File: src/rtl/systolic_feed_ram_pkg.sv
// Shared defaults, FSM state type and lane-slice helper for the systolic operand feed RAM.
package systolic_pkg;

    localparam int WIDTH_DEF    = 16;
    localparam int DEPTH_DEF    = 16;
    localparam int CHANNELS_DEF = 2;

    typedef enum logic [1:0] {
        IDLE  = 2'd0,
        RUN   = 2'd1,
        DRAIN = 2'd2
    } feed_state_t;

    // LSB of lane c inside a flattened bus of width-w lanes.
    function automatic int lane_lsb(input int c, input int w);
        return c * w;
    endfunction

endpackage

File: src/rtl/systolic_feed_ram_bank.sv
// One operand bank: read-first, enable-gated synchronous RAM with a registered read word.
module feed_bank #(
    parameter int WIDTH  = 16,
    parameter int DEPTH  = 16,
    parameter int ADDR_W = $clog2(DEPTH)
) (
    input  logic              clk,
    input  logic              wr_en,
    input  logic [ADDR_W-1:0] wr_addr,
    input  logic [WIDTH-1:0]  wr_data,
    input  logic              rd_en,
    input  logic [ADDR_W-1:0] rd_addr,
    output logic [WIDTH-1:0]  rd_data
);

    logic [WIDTH-1:0] mem [DEPTH];

    // Both updates are non-blocking, so a same-address read returns the old word.
    always_ff @(posedge clk) begin
        if (wr_en) begin
            mem[wr_addr] <= wr_data;
        end
        if (rd_en) begin
            rd_data <= mem[rd_addr];
        end
    end

endmodule

File: src/rtl/systolic_feed_ram.sv
// Multi-bank operand feed for a systolic array edge; streams a window from every bank in parallel.
// Define SYSTOLIC_FEED_SKEW_EN to delay lane c by c cycles for the diagonal wavefront.
module systolic_feed_ram
    import systolic_pkg::*;
#(
    parameter int WIDTH    = WIDTH_DEF,
    parameter int DEPTH    = DEPTH_DEF,
    parameter int ADDR_W   = $clog2(DEPTH),
    parameter int CHANNELS = CHANNELS_DEF,
    parameter int CH_W     = (CHANNELS > 1) ? $clog2(CHANNELS) : 1
) (
    input  logic                      clk,
    input  logic                      rst,
    input  logic                      wr_en,
    input  logic [CH_W-1:0]           wr_ch,
    input  logic [ADDR_W-1:0]         wr_addr,
    input  logic [WIDTH-1:0]          wr_data,
    input  logic                      start,
    input  logic [ADDR_W-1:0]         base,
    input  logic [ADDR_W:0]           len,
    input  logic                      hold,
    output logic                      busy,
    output logic                      done,
    output logic [CHANNELS-1:0]       out_valid,
    output logic [CHANNELS*WIDTH-1:0] out_data
);

`ifdef SYSTOLIC_FEED_SKEW_EN
    localparam int DRAIN_CYCLES = CHANNELS;
`else
    localparam int DRAIN_CYCLES = 1;
`endif
    localparam int DC_W = $clog2(DRAIN_CYCLES + 1);
    localparam logic [DC_W-1:0] DRAIN_LAST = DC_W'(DRAIN_CYCLES - 1);
    localparam logic [ADDR_W:0] ONE = (ADDR_W + 1)'(1);

    feed_state_t state, next_state;

    logic [ADDR_W-1:0] base_q;
    logic [ADDR_W:0]   len_q;
    logic [ADDR_W:0]   cnt;
    logic [DC_W-1:0]   drain_cnt;
    logic              rd_en;
    logic [ADDR_W-1:0] rd_addr;
    logic              v0;
    logic [WIDTH-1:0]  bank_q [CHANNELS];

    always_ff @(posedge clk) begin
        if (rst) begin
            state <= IDLE;
        end else if (!hold) begin
            state <= next_state;
        end
    end

    always_comb begin
        next_state = state;
        case (state)
            IDLE:    if (start && (len != '0)) next_state = RUN;
            RUN:     if (cnt == len_q - ONE) next_state = DRAIN;
            DRAIN:   if (drain_cnt == DRAIN_LAST) next_state = IDLE;
            default: next_state = IDLE;
        endcase
    end

    always_comb begin
        busy  = 1'b0;
        rd_en = 1'b0;
        case (state)
            RUN: begin
                busy  = 1'b1;
                rd_en = !hold;
            end
            DRAIN:   busy = 1'b1;
            default: ;
        endcase
    end

    assign rd_addr = base_q + cnt[ADDR_W-1:0];

    always_ff @(posedge clk) begin
        if (rst) begin
            base_q    <= '0;
            len_q     <= '0;
            cnt       <= '0;
            drain_cnt <= '0;
        end else if (!hold) begin
            case (state)
                IDLE: begin
                    if (start) begin
                        base_q <= base;
                        len_q  <= len;
                    end
                    cnt       <= '0;
                    drain_cnt <= '0;
                end
                RUN:     cnt <= cnt + ONE;
                DRAIN:   drain_cnt <= drain_cnt + 1'b1;
                default: ;
            endcase
        end
    end

    // A zero-length start finishes immediately; a held edge never emits the pulse.
    always_ff @(posedge clk) begin
        if (rst || hold) begin
            done <= 1'b0;
        end else begin
            done <= ((state == IDLE) && start && (len == '0)) ||
                    ((state == DRAIN) && (drain_cnt == DRAIN_LAST));
        end
    end

    always_ff @(posedge clk) begin
        if (rst) begin
            v0 <= 1'b0;
        end else if (!hold) begin
            v0 <= (state == RUN);
        end
    end

    for (genvar c = 0; c < CHANNELS; c++) begin : g_lane
        localparam int LSB = lane_lsb(c, WIDTH);
        logic [WIDTH-1:0] lane_in;

        feed_bank #(
            .WIDTH (WIDTH),
            .DEPTH (DEPTH),
            .ADDR_W(ADDR_W)
        ) u_bank (
            .clk    (clk),
            .wr_en  (wr_en && (wr_ch == CH_W'(c))),
            .wr_addr(wr_addr),
            .wr_data(wr_data),
            .rd_en  (rd_en),
            .rd_addr(rd_addr),
            .rd_data(bank_q[c])
        );

        assign lane_in = v0 ? bank_q[c] : '0;

`ifdef SYSTOLIC_FEED_SKEW_EN
        if (c == 0) begin : g_direct
            assign out_valid[c]            = v0;
            assign out_data[LSB +: WIDTH]  = lane_in;
        end else begin : g_skew
            logic [c-1:0]     v_pipe;
            logic [WIDTH-1:0] d_pipe [c];

            always_ff @(posedge clk) begin
                if (rst) begin
                    v_pipe <= '0;
                    for (int s = 0; s < c; s++) begin
                        d_pipe[s] <= '0;
                    end
                end else if (!hold) begin
                    v_pipe[0] <= v0;
                    d_pipe[0] <= lane_in;
                    for (int s = 1; s < c; s++) begin
                        v_pipe[s] <= v_pipe[s-1];
                        d_pipe[s] <= d_pipe[s-1];
                    end
                end
            end

            assign out_valid[c]           = v_pipe[c-1];
            assign out_data[LSB +: WIDTH] = d_pipe[c-1];
        end
`else
        assign out_valid[c]           = v0;
        assign out_data[LSB +: WIDTH] = lane_in;
`endif
    end

endmodule

File: config.mk
export PLATFORM = sky130hd
export DESIGN_NAME = systolic_feed_ram
export DESIGN_NICKNAME = d
export VERILOG_FILES = /design/src/rtl/systolic_feed_ram_pkg.sv /design/src/rtl/systolic_feed_ram_bank.sv /design/src/rtl/systolic_feed_ram.sv
export SDC_FILE = /design/constraint.sdc
export NUM_CORES = 1
export LEC_CHECK = 0
export CORE_MARGIN = 4
export CORE_UTILIZATION = 61
export DETAILED_ROUTE_END_ITERATION = 10
export GPL_ROUTABILITY_DRIVEN = 0
export GPL_TIMING_DRIVEN = 1
export HOLD_SLACK_MARGIN = 0.03
export PLACE_DENSITY = 0.79
export SYNTH_ARGS = -nofsm -noshare
export SYNTH_HDL_FRONTEND = slang
export SYNTH_SLANG_ARGS = --single-unit
File: constraint.sdc
create_clock -name clk -period 3.4 [get_ports clk]
set_input_delay 0.85 -clock clk [delete_from_list [all_inputs] [get_ports clk]]
set_output_delay 0.85 -clock clk [all_outputs]
set_load 0.005 [all_outputs]
==> reports/results.md <==
## Clocking
* **Worst-Skew Late Latency** 0.57 ns
* **maximum count of clock buffers along a single path** 3
* **CTS H-tree lvls** 2
* **clk root buf** clkbuf_16
* **TritonCTS clock tree** built
* **number of buffers inserted by post-CTS setup repair** 0
* **clock slew seen by the registers of the worst setup and hold paths** 0.06 ns
* **Resize count post-CTS** 0
* **sink count of the clock tree** 563
* **number of hold-repair buffers added at the cts stage** 0
* **number of buffers created by CTS** 52

## Finish
* **post-synthesis to final-layout area growth** 16.8%
* **# nets final** 1295
* **fin cells** 1754
* **fraction of layout instances using a drive strength above 1** 26.0%

## Synthesis
* **average cell area after synthesis** 20.3 um^2
* **share of Yosys cell area claimed by the top area cell type** 74.3%
* **number of flops mapped to enable cells by yosys** 544
* **Post-Synthesis Cells** 1086
* **FFs w/ async S/R, synth** 0%
* **leading cell types by count after synthesis** 544 x edfxtp_1, 128 x mux4_2, 68 x nand2_1
* **cell types occupying the most area after synthesis** edfxtp_1 74%, mux4_2 13%, and2_1 1.8%
* **total number of yosys warnings** 0
* **proportion of synthesized chip area in sequential cells** 76.0%
* **synthesized net count** 1130
* **Netlist Area Pre-Place** 22000 um^2
* **#FFs+latches synth** 563
* **biggest area consumer among synthesized cells** edfxtp_1
* **Netlist cell types** 40
* **Top FF cell, synth** edfxtp_1
* **most repeated cell in the gate-level netlist after synthesis** edfxtp_1

## Place
* **Post-Place Cells** 1658
* **number of buffers inserted by port buffering** 70
* **Post-DP HPWL** 29800 um
* **Worst Setup Slack post-DPL** 0.382 ns

## Route
* **detailed route wirelength on metal3** 6260 um
* **mean number of vias per cell** 6.53
* **DRC errors left** 0
* **post-detailed-route count of antenna-violating nets** 0
* **Starting DRT DRC Count** 1593
* **via total after detailed routing** 11400
* **Routed wire per std cell** 28.9 um
* **DRT met1 WL** 18800 um
* **total length of routed met2 wires** 24400 um
* **drt total wl** 50800 um
* **first-pass iteration count of the detailed router** 5
* **highest routed metal layer** met5

## Status
* **run status** finished, final reports clean

## STA
* **post-layout worst setup margin** 0.190 ns
* **Setup TNS** 0 ns
* **Final Hold Fails** 0
* **max frequency** 0.312 GHz
* **setup violation total in the final timing report** 0
* **Pins Over Slew Limit** 0
* **Worst Skew** 0.0191 ns
* **slew of the pin with the lowest slew margin** 1.07 ns
* **remaining max-slew budget at the tightest pin** 28.4%
* **min Tclk post-route** 3.21 ns
* **share of the clock period used by the worst path after layout** 94.4%
* **setup repair after global routing missed its margin** false

## Min path
* **class of the tightest hold or removal check** flop to flop

## Power
* **power density over the cells** 576 nW/um^2
* **leakage power summed over all cells** 8.33 nW
* **maximum VDD drop** 0.443 mV

## Die
* **FP Rows** 69
* **core area** 35600 um^2
* **Die Outline Area** 39200 um^2
* **Ports** 71
* **initial standard-cell utilization of the core** 61.8%
* **die height** 198 um
* **die width** 198 um

## Worst setup path
* **Max Fanout on Critical Path** 19
* **slowest CP cell** dfxtp_1
* **data required time at the worst endpoint** 2.55 ns
* **worst-path cell chain** buf_4, and2_1, clkdlybuf4s50_1
* **class of the most critical setup path** flop to primary output
* **number of buffers and inverters on the critical path** 2
* **kind of cell adding the most delay to the critical path** buffers and inverters
* **critical path capture point type** primary output
* **critical path launch point type** flop
* **Worst EP arrival** 2.36 ns
* **slowest cell delay on critical path** 0.71 ns

## Global route
* **maximum number of pins on one net before global-route repair** 42
* **vias in the first global route** 11700
* **global-route usage over all layers** 26.4%
* **Overflow after GRT** 0
* **number of antenna violations at the first check in global routing** 6
* **wire length of the first global-routing pass** 75700 um

## Run
* **Max Cap Violations** 0

[state kept, by name (all words and copies together) (netlist names)]
register and flops:
g_lane.u_bank.mem 512, done 1, state 2, base_q 4, cnt 5, len_q 5
v0 1, g_lane.u_bank.rd_data 32, drain_cnt 1
[layout by cell type, fill, tap and decap left out, types with 18 or more instances in the layout]
master	Yosys	routed
mux4_2	128	128
nor2_1	43	42
dfxtp_1	19	19
edfxtp_1	544	544
nand2_1	68	68
clkdlybuf4s50_1	0	70
clkbuf_16	0	53
and2_1	64	64
a31oi_1	33	33
a211oi_2	18	18
buf_4	4	86
[worst register-to-register path, delay by kind of cell (launching register included)]
| family | cells | cell delay (ns) |
|---|---|---|
| buffers and inverters | 2 | 0.46 |
| AOI/OAI and AO/OA | 2 | 0.30 |
| adders and majority gates | 2 | 1.01 |
| and+or+nand+nor | 1 | 0.19 |
| muxes | 1 | 0.41 |
| DFF | 1 | 0.45 |
[report_power, final]
group / switching (mW) / internal (mW) / total [mW]
clock: 2.44 / 3.43 / 5.87
sequential: 0.0465 / 7.73 / 7.78
combinational: 0.624 / 0.539 / 1.16
total: 3.11 / 11.7 / 14.8
[logic make-up (layout without fill, tap and decap cells)]
group	after synthesis	in the layout	share of synthesized area (%)
buffers and inverters	68	273	1.62
muxes	140	140	13.7
xor gates and xnor gates	8	8	0.387
adders and majority gates	9	9	0.546
AOI/OAI and AO/OA	85	85	3.03
DFF	563	563	76.0
other	0	2	0
and+or+nand+nor	213	213	4.76
[path summary, 6_finish.rpt]
| path | start | endpoint | slack [ns] | cells past startpoint |
|---|---|---|---|---|
| hold / removal | cnt[4] | cnt[4] | 0.50 | 2 |
| hold reg to reg | cnt[4] | cnt[4] | 0.50 | 2 |
| setup reg to reg | cnt[0] | g_lane[0].u_bank.rd_data[8] | 0.33 | 8 |
| setup / recovery | v0 | out_data[23] | 0.19 | 3 |
[stage by stage]
| stage | hold slack (ns) | utilization [%] | instance area, um^2 | power (mW) |
|---|---|---|---|---|
| 2_1_floorplan | 0.463 | - | 22000 | 8.61 |
| 3_3_place_gp | 0.473 | 67.4 | 24000 | 9.04 |
| 3_5_place_dp | 0.488 | 67.4 | 24000 | 9.07 |
| 4_1_cts | 0.496 | 72.2 | 25700 | 14.9 |
| 5_1_grt | 0.542 | 72.2 | 25700 | 15.3 |
| 6_report | 0.497 | 72.2 | 25700 | 14.8 |
[metal layers]
metal	vias up	global-route usage [%]
li1	4739	-
met1	5846	37.7
met5	-	0
met4	8	7.68
met3	91	7.88
met2	765	40.8
[layout make-up]
class / count / area, um^2
antenna: 2 / 5.00
clock buffer: 66 / 1400
clock inverter: 28 / 320
fill: 1945 / 9880
inverter: 10 / 37.5
multi-input combinational: 455 / 5030
sequential: 563 / 16700
tap: 461 / 577
timing repair buffer: 169 / 1610
Power figures use the tool's default switching activity.
